==> src/rtl/system_muxer.sv <==
// Program-stream muxer: packs video/audio elementary bytes into PES packets (optional pack header).
// Latency: first header byte valid the cycle after the IDLE decision; bytes stream back-to-back.
// Backpressure: valid/ready; the byte holds while Mux_Ready_I is low, payload stalls while the source FIFO is empty.
//
// Ports: clock/resetn (async active-low); Video_*/Audio_* = FWFT FIFO head byte, fill count, pop strobe;
// Flush_I allows short packets; End_I requests the program end code; Mux_* = valid/ready byte output;
// Done_O = end code fully sent.
// Build option: define SYSTEM_MUXER_PACK_HEADER_EN to emit a 14-byte pack header before every PES header.
module system_muxer #(
    parameter int PAYLOAD_LEN = 2048
) (
    input  logic        clock,
    input  logic        resetn,
    input  logic [7:0]  Video_Data_I,
    input  logic [15:0] Video_Count_I,
    output logic        Video_Read_O,
    input  logic [7:0]  Audio_Data_I,
    input  logic [15:0] Audio_Count_I,
    output logic        Audio_Read_O,
    input  logic        Flush_I,
    input  logic        End_I,
    output logic [7:0]  Mux_Data_O,
    output logic        Mux_Valid_O,
    input  logic        Mux_Ready_I,
    output logic        Done_O
);

    localparam logic [15:0] PLEN = 16'(PAYLOAD_LEN);

    typedef enum logic [2:0] {
        IDLE,
`ifdef SYSTEM_MUXER_PACK_HEADER_EN
        PACK,
`endif
        PES_HDR,
        PAYLOAD,
        END_CODE,
        DONE
    } state_t;

    state_t      state, state_nxt;
    logic [15:0] idx;         // byte index within the current state
    logic [15:0] len;         // payload length latched at selection
    logic        sel_audio;   // stream of the current packet
    logic        last_audio;  // stream served by the previous packet

    logic        video_elig, audio_elig, any_elig, pick_audio;
    logic [15:0] pick_count, sel_count, len_p3;
    logic [7:0]  sel_data;
    logic        fire;

    assign video_elig = (Video_Count_I >= PLEN) || (Flush_I && (Video_Count_I != 16'd0));
    assign audio_elig = (Audio_Count_I >= PLEN) || (Flush_I && (Audio_Count_I != 16'd0));
    assign any_elig   = video_elig || audio_elig;
    // On a tie, serve whichever stream did not go last.
    assign pick_audio = audio_elig && (!video_elig || !last_audio);
    assign pick_count = pick_audio ? Audio_Count_I : Video_Count_I;
    assign sel_count  = sel_audio ? Audio_Count_I : Video_Count_I;
    assign sel_data   = sel_audio ? Audio_Data_I : Video_Data_I;
    // PES_packet_length counts the 3 optional-header bytes after the length field.
    assign len_p3     = len + 16'd3;
    assign fire       = Mux_Valid_O && Mux_Ready_I;

    // State register and datapath registers
    always_ff @(posedge clock or negedge resetn) begin
        if (!resetn) begin
            state      <= IDLE;
            idx        <= 16'd0;
            len        <= 16'd0;
            sel_audio  <= 1'b0;
            last_audio <= 1'b1;
        end else begin
            state <= state_nxt;
            if (state_nxt != state) begin
                idx <= 16'd0;
            end else if (fire) begin
                idx <= idx + 16'd1;
            end
            if ((state == IDLE) && any_elig) begin
                len       <= (pick_count < PLEN) ? pick_count : PLEN;
                sel_audio <= pick_audio;
            end
            if ((state == PAYLOAD) && (state_nxt == IDLE)) begin
                last_audio <= sel_audio;
            end
        end
    end

    // Next-state logic
    always_comb begin
        state_nxt = state;
        case (state)
            IDLE: begin
                if (any_elig) begin
`ifdef SYSTEM_MUXER_PACK_HEADER_EN
                    state_nxt = PACK;
`else
                    state_nxt = PES_HDR;
`endif
                end else if (End_I) begin
                    state_nxt = END_CODE;
                end
            end
`ifdef SYSTEM_MUXER_PACK_HEADER_EN
            PACK:     if (fire && (idx == 16'd13)) state_nxt = PES_HDR;
`endif
            PES_HDR:  if (fire && (idx == 16'd8)) state_nxt = PAYLOAD;
            PAYLOAD:  if (fire && (idx == len - 16'd1)) state_nxt = IDLE;
            END_CODE: if (fire && (idx == 16'd3)) state_nxt = DONE;
            DONE:     state_nxt = DONE;
            default:  state_nxt = IDLE;
        endcase
    end

    // Output logic
    always_comb begin
        Mux_Data_O   = 8'h00;
        Mux_Valid_O  = 1'b0;
        Video_Read_O = 1'b0;
        Audio_Read_O = 1'b0;
        Done_O       = 1'b0;
        case (state)
`ifdef SYSTEM_MUXER_PACK_HEADER_EN
            PACK: begin
                Mux_Valid_O = 1'b1;
                case (idx[3:0])
                    4'd2:    Mux_Data_O = 8'h01;
                    4'd3:    Mux_Data_O = 8'hBA;
                    4'd4:    Mux_Data_O = 8'h44;
                    4'd6:    Mux_Data_O = 8'h04;
                    4'd8:    Mux_Data_O = 8'h04;
                    4'd9:    Mux_Data_O = 8'h01;
                    4'd10:   Mux_Data_O = 8'h01;
                    4'd11:   Mux_Data_O = 8'h89;
                    4'd12:   Mux_Data_O = 8'hC3;
                    4'd13:   Mux_Data_O = 8'hF8;
                    default: Mux_Data_O = 8'h00;
                endcase
            end
`endif
            PES_HDR: begin
                Mux_Valid_O = 1'b1;
                case (idx[3:0])
                    4'd2:    Mux_Data_O = 8'h01;
                    4'd3:    Mux_Data_O = sel_audio ? 8'hC0 : 8'hE0;
                    4'd4:    Mux_Data_O = len_p3[15:8];
                    4'd5:    Mux_Data_O = len_p3[7:0];
                    4'd6:    Mux_Data_O = 8'h80;
                    default: Mux_Data_O = 8'h00;
                endcase
            end
            PAYLOAD: begin
                Mux_Data_O   = sel_data;
                Mux_Valid_O  = (sel_count != 16'd0);
                Video_Read_O = !sel_audio && Mux_Valid_O && Mux_Ready_I;
                Audio_Read_O = sel_audio && Mux_Valid_O && Mux_Ready_I;
            end
            END_CODE: begin
                Mux_Valid_O = 1'b1;
                case (idx[3:0])
                    4'd2:    Mux_Data_O = 8'h01;
                    4'd3:    Mux_Data_O = 8'hB9;
                    default: Mux_Data_O = 8'h00;
                endcase
            end
            DONE:    Done_O = 1'b1;
            default: ;
        endcase
    end

endmodule

==> config.mk <==
export PLATFORM = sky130hd
export DESIGN_NAME = system_muxer
export DESIGN_NICKNAME = d
export VERILOG_FILES = /design/src/rtl/system_muxer.sv
export SDC_FILE = /design/constraint.sdc
export NUM_CORES = 1
export LEC_CHECK = 0
export ABC_CLOCK_PERIOD_IN_PS = 5100
export CAP_MARGIN = 20
export CORE_MARGIN = 10
export CORE_UTILIZATION = 40
export DETAILED_ROUTE_END_ITERATION = 12
export GPL_TIMING_DRIVEN = 0
export PLACE_DENSITY_LB_ADDON = 0.3
export SETUP_SLACK_MARGIN = 0.02
export SLEW_MARGIN = 20
export SYNTH_ARGS = -nofsm -noshare
export SYNTH_HDL_FRONTEND = slang
export SYNTH_SLANG_ARGS = --single-unit
==> constraint.sdc <==
create_clock -name clock -period 5.1 [get_ports clock]
set_input_delay 1.02 -clock clock [delete_from_list [all_inputs] [get_ports clock]]
set_output_delay 1.02 -clock clock [all_outputs]
set_load 0.02 [all_outputs]
# ---- After elaboration in Yosys (flattened, before gate mapping)
# Index checks and enable logic that the tools add are counted.
dict set report word_totals {
  wordCells 71
  out_inout_bits 12
  regBits 37
  input_bits 53
}
dict set report op_classes {
  addsub 3
  n_mux 20
  eq_ne 13
  reduce_logical 27
  order_cmp 3
}
# cell count
set ops {}
lappend ops {{$mux W16} 5}
lappend ops {{$reduce_bool A16 Y1} 3}
lappend ops {{$pmux W8 S5} 1}
lappend ops {{$ge A16 B12 Y1 const B} 2}
lappend ops {{$pmux W8 S3} 1}
lappend ops {{$add A16 B1 Y16 const B} 1}
lappend ops {{$add A16 B2 Y16 const B} 1}
lappend ops {{$eq A16 B16 Y1} 1}
lappend ops {{$eq A16 B2 Y1 const B} 1}
lappend ops {{$eq A16 B4 Y1 const B} 1}
lappend ops {{$lt A16 B12 Y1 const B} 1}
lappend ops {{$pmux W8 S2} 1}
lappend ops {{$sub A16 B1 Y16 const B} 1}
lappend ops {{$mux W3} 5}
lappend ops {{$pmux W3 S5} 1}
lappend ops {{$logic_and A1 B1 Y1} 13}
lappend ops {{$eq A4 B3 Y1 const B} 3}
lappend ops {{$eq A4 B2 Y1 const B} 2}
lappend ops {{$mux W8} 1}
lappend ops {{$eq A3 B2 Y1 const B} 2}
lappend ops {{$logic_not A3 Y1} 2}
lappend ops {{$mux W6} 1}
lappend ops {{$logic_or A1 B1 Y1} 4}
lappend ops {{$eq A3 B1 Y1 const B} 1}
lappend ops {{7 further kinds} 11}

# ---- Longest topological paths before layout
# Gate-level depths: netlist (run 1).
dict set report depth {
  ltp_word 9
  depth_mapped 11
}

# ---- Worst setup path after synthesis (run 1)
# Ideal clock, no wire load.
dict set report synth_timing {
  path_type {input -> output}
  from {input Video_Count_I[3]}
  to {output Mux_Valid_O}
  n_path_buf 0
  stages 4
  setup_slack_ns 1.894
  t_arrival_ns 2.186
  path_cell_list {nor4_1 -> nand3_1 -> or4_1 -> and2_1}
}
dict set report synth_via {
  elab_chain_len 3
}
# item line_no
set synth_lines {}
lappend synth_lines {{start: declaration} 15} ;# input logic [15:0] Video_Count_I,
lappend synth_lines {{$mux W16} 58} ;# assign sel_count = sel_audio ? Audio_Count_I : Video_Count_I;
lappend synth_lines {{$reduce_bool A16 Y1} 154} ;# Mux_Valid_O = (sel_count != 16'd0);
lappend synth_lines {{$pmux W1 S2} 122} ;# case (state)
lappend synth_lines {{end: declaration} 23} ;# output logic Mux_Valid_O,
# No other way between the ends.

# ---- Worst setup path in the final report (run 1)
# Ends and elaborated chain as after synthesis.

==> results of run 1 <==
[synth_stat cells (2+ instances only)]
master and instances:
inv_1 11, and4_1 4, xnor2_1 31, a211oi_1 3
nand4_1 11, nand2b_1 2, dfrtp_1 36, o22ai_1 9
buf_6 2, mux2_2 3, nor4_1 12, a31oi_1 3
ha_1 5, and3_1 8, nor2b_1 3, nor3b_1 2
or4_1 3, o31ai_1 2, o221ai_1 2, clkbuf_1 19
nor3_1 18, nand3_1 11, and2_1 9, buf_2 3
a21oi_1 8, nor3_2 2, xor2_1 17, a221o_1 2
o21ai_0 26, mux2i_1 20, nand2_1 47, a21o_1 2
nor2_1 38
[report_power, final]
| group | leakage, nW | internal, W | switching, W |
|---|---|---|---|
| Combinational | 1.08 | 0.000157 | 0.000200 |
| Clock | 0.0574 | 0.000159 | 0.000115 |
| Sequential | 0.487 | 0.000316 | 0.0000464 |
| Total | 1.62 | 0.000632 | 0.000362 |
[final cells by class]
type,count,area [um2],area share (%)
Tap cell,102,128,3.08
Timing Repair Buffer,65,663,16.0
Clock buffer,6,82.6,1.99
Multi-Input combinational cell,328,2140,51.7
Sequential cell,37,927,22.4
Buffer,26,120,2.90
Clock inverter,2,37.5,0.906
Inverter,11,41.3,0.997
[registers in the layout (all words and copies together) (netlist names)]
name,flops
idx,16
last_audio,1
len,16
sel_audio,1
state,3
[final timing paths]
| check | end |
|---|---|
| setup / recovery | Mux_Valid_O |
| max in group asynchronous | last_audio$_DFFE_PN1P_ |
| hold / removal | len[15]$_DFFE_PN0P_ |
| min in group asynchronous | state[2]$_DFF_PN0_ |
| hold reg to reg | len[15]$_DFFE_PN0P_ |
| setup reg to reg | idx[15]$_DFFE_PN0P_ |
[per-layer routing]
metal / vias up / GRT usage (%) / part of all wire [%]
met5: - / 0 / 0
met4: 0 / 4.74 / 1.7
met3: 15 / 3.39 / 5.6
met2: 100 / 27.6 / 47
met1: 1530 / 21.4 / 46
li1: 1580 / - / -
[worst max-delay path, cell delays in order]
cell	delay, ns
clkdlybuf4s50_1	0.42
nor4_1	0.30
nand3_1	0.25
or4_1	0.62
and2_1	0.18
clkdlybuf4s50_1	0.53
[cells by family after synthesis]
family          count (synthesis)
compound gates                 68
buf+inv                        37
mux                            24
simple gates                  183
xor+xnor                       48
flops                          37
fa+ha+maj                       5
[metrics by stage]
step | hold WS [ns] | power (W) | std cells
3_5_place_dp | 0.558 | 0.000719 | 569
4_1_cts | 0.581 | 0.000995 | 577
6_report | 0.577 | 0.000994 | 577
3_3_place_gp | 0.561 | 0.000708 | 568
5_1_grt | 0.620 | 0.00106 | 577
2_1_floorplan | 0.517 | 0.000580 | 402
==> flow_summary.json, run 1 <==
{
  "core_um2": 7810,
  "wl_mm": 9.94,
  "yosysSeqAreaShare_pct": 28.7,
  "utilization_pct": 53.0,
  "critPathArrivalTime_ns": 3.33,
  "final_area_um2": 4140,
  "yosysTopAreaCellShare_pct": 27.9,
  "grt_pass1_vias": 3182,
  "max_freq_mhz": 230,
  "drtIter0Drc": 209,
  "ys_types": 61,
  "placed_cell_area_um2": 4020,
  "finish.net_count": 532,
  "syn_avg_cell_area_um2": 8.04,
  "status": "finished, final reports clean",
  "hold_viol_final": 0,
  "yosys.area_share.adder_pct": 1.94,
  "drtPass1Iterations": 4,
  "fillCellCount": 740,
  "min_path_cells": 1,
  "rsz0062_at_grt": "no",
  "cap_violations": 0,
  "hpwl_mm": 7.97,
  "numCtsBuffers": 5,
  "initial_utilization_pct": 41.4,
  "synth_compound_area_share_pct": 13.5,
  "worstHoldStart": "len[15]$_DFFE_PN0P_",
  "syn-cell-area_um2": 3230,
  "synthMuxAreaShare_pct": 7.59,
  "critical_path_class": "in -> out",
  "synth-seq-cells": 37,
  "cts_resized": 0,
  "ir_worst_vdd_mv": 0.101,
  "regToRegSetupSlack_ns": 2.08,
  "critPathLaunch": "Video_Count_I[3]",
  "grt-ovfl-total": 0,
  "cts_sinks": 37,
  "cts_tree": "built",
  "crit_required_ns": 4.08,
  "cts_setup_buffers": 0,
  "place_ws_ns": 0.760,
  "synthSimpleGateAreaFrac_pct": 30.3,
  "area_growth_pct": 28.2,
  "drv_slew": 0,
  "synth_top_cells_by_area": "dfrtp_1, xnor2_1, mux2i_1, nand2_1, xor2_1",
  "die_h_um": 110,
  "h-tree-depth": 2,
  "slew_headroom_pct": 41.5,
  "crit_path_end_kind": "output port",
  "clk_pin_slew_worst_paths_ns": 0.08,
  "insertedDiodeCount": 0,
  "period_share_pct": 85.2,
  "r2r-start": "len[0]$_DFFE_PN0P_",
  "layout_common_cells": "clkdlybuf4s50_1, nand2_1, nor2_1",
  "finClkSkew_ns": 0.00897,
  "r2r_cells": 11,
  "ant_nets": 0,
  "clockBufferDepth": 2,
  "setup_viol": 0,
  "fin_crit_ns": 4.35,
  "finalWorstSetupSlack_ns": 0.754,
  "powerDensity_nw_per_um2": 240,
  "synth_xor_area_share_pct": 13.0,
  "portBuffers": 64,
  "clock-root-buffer": "clkbuf_8",
  "insertion_delay_ns": 0.30,
  "layout-drive-gt1-share_pct": 6.11,
  "rows": 32,
  "ys_warn_count": 0,
  "synth_top_family_by_area": "simple AND/OR/NAND/NOR gates",
  "drc": 0,
  "routed_via_density": 5.59,
  "holdBufCountCts": 0,
  "tightest_slew_ns": 0.870,
  "yosys.area.top_type": "dfrtp_1",
  "hold_path_class": "reg -> reg",
  "track_usage_pct": 16.7,
  "antenna_found_initial": 0,
  "grt_pass1_wl_mm": 16.3,
  "gp_congestion": 0.960,
  "vias": 3225,
  "async_reset_ff_share_pct": 100,
  "crit_path_start_kind": "input pin",
  "final_common_cell": "clkdlybuf4s50_1",
  "io_pins": 65,
  "die_width_um": 110,
  "wl_per_cell_um": 17.2,
  "path_max_fanout": 5,
  "p_leak_nw": 1.62,
  "die_area_um2": 12100,
  "grt_max_degree": 22,
  "synth.net_count": 460,
  "synth_top_flop_cell": "dfrtp_1",
  "synth_enable_flop_cells": 0,
  "syn_inst": 402,
  "final.setup.tns_ns": 0
}
Power figures use the tool's default switching activity.
==> inputs of run 2 (changes only) <==
- SETUP_SLACK_MARGIN: 0.02 -> unset
==> results of run 2 <==
Final layout, timing and power as in run 1 (identical DEF).
==> RTL change 1 (settings of run 1) <==
Build with the macro `SYSTEM_MUXER_PACK_HEADER_EN` defined.
--- a/src/rtl/system_muxer.sv
+++ b/src/rtl/system_muxer.sv
@@ -7,4 +7,6 @@
 // Done_O = end code fully sent.
 // Build option: define SYSTEM_MUXER_PACK_HEADER_EN to emit a 14-byte pack header before every PES header.
+`define SYSTEM_MUXER_PACK_HEADER_EN
+
 module system_muxer #(
     parameter int PAYLOAD_LEN = 2048
Behaviour: not the same (Yosys sat finds a counterexample within 10 cycles, from zero or initial values and one cycle with resetn low).
==> RTL change 1 against run 1 <==
  * Wire length up 4.6%
  * Utilization decreased by 0.23 points
  * Sequential cell count is the same
  * Non-clock buffer count rose by 5
  * Worst setup slack got worse by 0.32 ns
  * Hold slack improved by 0.039 ns
  * Final area increased by 5.8%
  * Area after synthesis rose by 7.2%
  * Die area up 5.8%
  * Largest cell class unchanged
  * Critical path type unchanged
  * Count of clock-buffer cells in the layout is 1 lower
Power is not compared: it rests on default switching activity, and its combinational part moved more than twofold at a synthesized area within 25%.
==> RTL change 1: results <==
group,metric,value,unit
run_status,status,"finished, final reports clean",
worst_setup_path,crit_fanout,10,
clock_tree,clockRootBuffer,"clkbuf_8",
yosys,syn_nets,494,
yosys,synth_cell_type_count,63,
global_route,grt_usage,15.9,%
route,drt_first_pass_iters,4,
final_layout,fin_nets,566,
worst_hold_path,worstHoldPathType,"input pin to async pin",
route,first_iter_violations,237,
route,vias,3512,
yosys,async_flop_share,100,%
global_route,grt_pass1_wl,17300,µm
final_layout,antenna_cells,0,
clock_tree,clk_latency,0.30,ns
yosys,seq_area_frac_synth,26.8,%
clock_tree,cts.clk_slew.worst_paths,0.08,ns
worst_setup_path,slowest_delay,0.55,ns
yosys,synth-compound-area-share,17.5,%
power,p_leak,1.68,nW
yosys,synth-xor-area-share,11.6,%
yosys,yosysWarnings,0,
global_route,grt_max_degree,25,
sta,slew_headroom,48.5,%
global_route,antenna_found_initial,0,
clock_tree,h-tree-depth,2,
clock_tree,cts_inserted_buffers,5,
place,gp_congestion,0.937,
worst_setup_path,ff2ff_path_depth,12,
place,portBuffers,64,
yosys,synth_ff_type,"dfrtp_1",
clock_tree,postCtsSetupBuffers,0,
yosys,synthMuxAreaShare,6.51,%
yosys,synth_fa_ha_area_share,2.53,%
clock_tree,cts_buffer_depth,2,
global_route,grt_pass1_vias,3503,
sta,finClkSkew,0.00552,ns
worst_setup_path,arrival,3.64,ns
worst_setup_path,crit_family,"buffers and inverters",
place,hpwlAfterDp,8370,µm
yosys,synth_area_leaders,"dfrtp_1, xnor2_1, mux2i_1, nor2_1, xor2_1",
worst_setup_path,crit_slowest_cell,"clkdlybuf4s50_1",
final_layout,reg.largest.list,"idx x16, len x16, state x3",
power,irDropWorstVdd,0.000133,V
route,wirelength,10400,µm
final_layout,drive_gt1_share,7.10,%
global_route,overflow,0,
yosys,yosys-top-cells-count,"nor2_1, nand2_1, dfrtp_1",
power,power.internal,0.832,mW
clock_tree,cts-resized-gates,0,
## RTL change 1: routing by layer
metal | GRT usage, % | wire [µm]
met2 | 27.2 | 5100
met3 | 2.17 | 447
met4 | 5.25 | 170
met5 | 0 | 0
met1 | 20.1 | 4670
## RTL change 1: final cells by class
cell class	count	area [µm²]
sequential	37	927
multi-input combinational	352	2340
inverter	14	52.6
timing repair buffer	65	656
tap	105	131
buffer	31	146
clock inverter	3	65.1
fill	785	3920
clock buffer	5	68.8
## RTL change 1: metrics by stage
step	util, %	instances	power [mW]	cell area (µm²)	setup WS [ns]
2_1_floorplan	-	434	0.864	3460	1.57
3_3_place_gp	51.0	603	1.11	4230	0.436
3_5_place_dp	51.2	604	1.12	4250	0.409
4_1_cts	52.8	612	1.42	4380	0.408
5_1_grt	52.8	612	1.52	4380	0.240
6_report	52.8	612	1.42	4380	0.439
## RTL change 1: path summary, 6_finish.rpt
| check | to | startpoint | slack [ns] |
|---|---|---|---|
| max | Mux_Valid_O | Video_Count_I[5] | 0.44 |
| min | idx[9] | resetn | 0.62 |
| min in group clock | idx[6] | idx[6] | 0.63 |
| min reg2reg | idx[6] | idx[6] | 0.63 |
| max reg2reg | idx[13] | len[0] | 1.64 |
| max in group asynchronous | last_audio | resetn | 3.96 |
## RTL change 1: power by group through the flow
stage / clock, mW / combinational [mW] / sequential [mW]
5_1_grt: 0.323 / 0.827 / 0.366
6_report: 0.307 / 0.750 / 0.361
3_5_place_dp: 0 / 0.750 / 0.366
4_1_cts: 0.310 / 0.753 / 0.360
2_1_floorplan: 0 / 0.511 / 0.354
3_3_place_gp: 0 / 0.741 / 0.365
==> RTL change 2 (settings of run 1) <==
Made on the original files. Reset style: synchronous (`resetn`), changed in one clocked block. Comments in the files are not updated.
--- a/src/rtl/system_muxer.sv
+++ b/src/rtl/system_muxer.sv
@@ -63,5 +63,5 @@
 
     // State register and datapath registers
-    always_ff @(posedge clock or negedge resetn) begin
+    always_ff @(posedge clock) begin
         if (!resetn) begin
             state      <= IDLE;
Check against the original RTL: differs if resetn is asserted again (counterexample within 4 cycles, from zero or initial values and one cycle with resetn low); with resetn held inactive, the same outputs for 10 cycles.
==> RTL change 2 against run 1 <==
  * Wire length increased by 5.8%
  * Count of clock-buffer cells in the layout decreased by 1
  * Sequential cell count unchanged
  * Final area increased by 3.3%
  * Area after synthesis increased by 5.0%
  * Utilization decreased by 0.97 points
  * Worst setup slack got worse by 0.16 ns
  * Synthesized cell count increased by 5.2%
Power is not compared: it rests on default switching activity, and its combinational part moved more than twofold at a synthesized area within 25%.
==> RTL change 2: results <==
group,metric,value,unit
run_status,status,"finished, final reports clean",
sta,clock.fmax,222,MHz
yosys,synth_ff_type,"dfxtp_1",
worst_hold_path,min-delay-start,"len[15]",
yosys,synth_cell_type_count,64,
worst_setup_path,slowest_delay,0.55,ns
yosys,yosys-top-cells-count,"dfxtp_1, nand2_1, xnor2_1",
place,placed_area,4160,µm²
final_layout,drive_gt1_share,8.08,%
yosys,syn_nets,481,
place,hpwlAfterDp,8420,µm
yosys,seq_area_frac_synth,21.8,%
route,drt_first_pass_iters,5,
yosys,synth_cells,423,
worst_setup_path,rrSetupSlack,2.13,ns
route,vias_per_cell,5.79,
yosys,async_flop_share,0,%
yosys,synth_fa_ha_area_share,1.84,%
global_route,grt_max_degree,14,
worst_setup_path,crit_slowest_cell,"or4_4",
route,first_iter_violations,239,
route,wirelength,10500,µm
yosys,synth-xor-area-share,12.4,%
worst_setup_path,critPathLaunch,"Audio_Count_I[3]",
yosys,synth-compound-area-share,17.3,%
place,gp_congestion,0.888,
global_route,grt_usage,16.0,%
final_layout,nFillCells,826,
sta,max_slew.worst_pin.slew,0.698,ns
place,dp.cells,592,
yosys,synth_area_leaders,"dfxtp_1, xnor2_1, mux2i_1, nand3_1, nand2_1",
worst_setup_path,arrival,3.48,ns
yosys,synthMuxAreaShare,6.79,%
worst_setup_path,ff2ff_path_depth,9,
worst_setup_path,r2r-start,"len[0]",
sta,hold_ws,0.539,ns
global_route,grt_pass1_wl,17000,µm
place,post-place-ws,0.574,ns
worst_setup_path,crit_fanout,7,
final_layout,fin_nets,552,
sta,finClkSkew,0.00839,ns
RTL change 2: kinds of logic (layout without fill, tap and decap cells):
logic type,after synthesis,in the layout
AOI/OAI and AO/OA,83,83
xor gates and xnor gates,48,48
adders and majority gates,5,5
buffers and inverters,43,115
DFF,37,37
muxes,23,23
and+or+nand+nor,184,184
RTL change 2: final timing paths:
check                end
max          Mux_Valid_O
min              len[15]
max reg2reg      idx[11]
min reg2reg      len[15]
RTL change 2: cell type report:
type                            count  area share (%)
Sequential cell                    37            17.3
Tap cell                          105            3.07
Buffer                             32            6.23
Clock buffer                        5            1.61
Clock inverter                      3            1.08
Timing Repair Buffer               64            15.0
Inverter                           11           0.965
Multi-Input combinational cell    343            54.8
RTL change 2: metal layers:
metal | track usage [%] | wire length, µm | vias up
met4 | 4.06 | 142 | 0
met5 | 0 | 0 | -
met2 | 29.0 | 5380 | 99
met3 | 2.34 | 434 | 10
met1 | 19.1 | 4560 | 1665
li1 | - | - | 1700
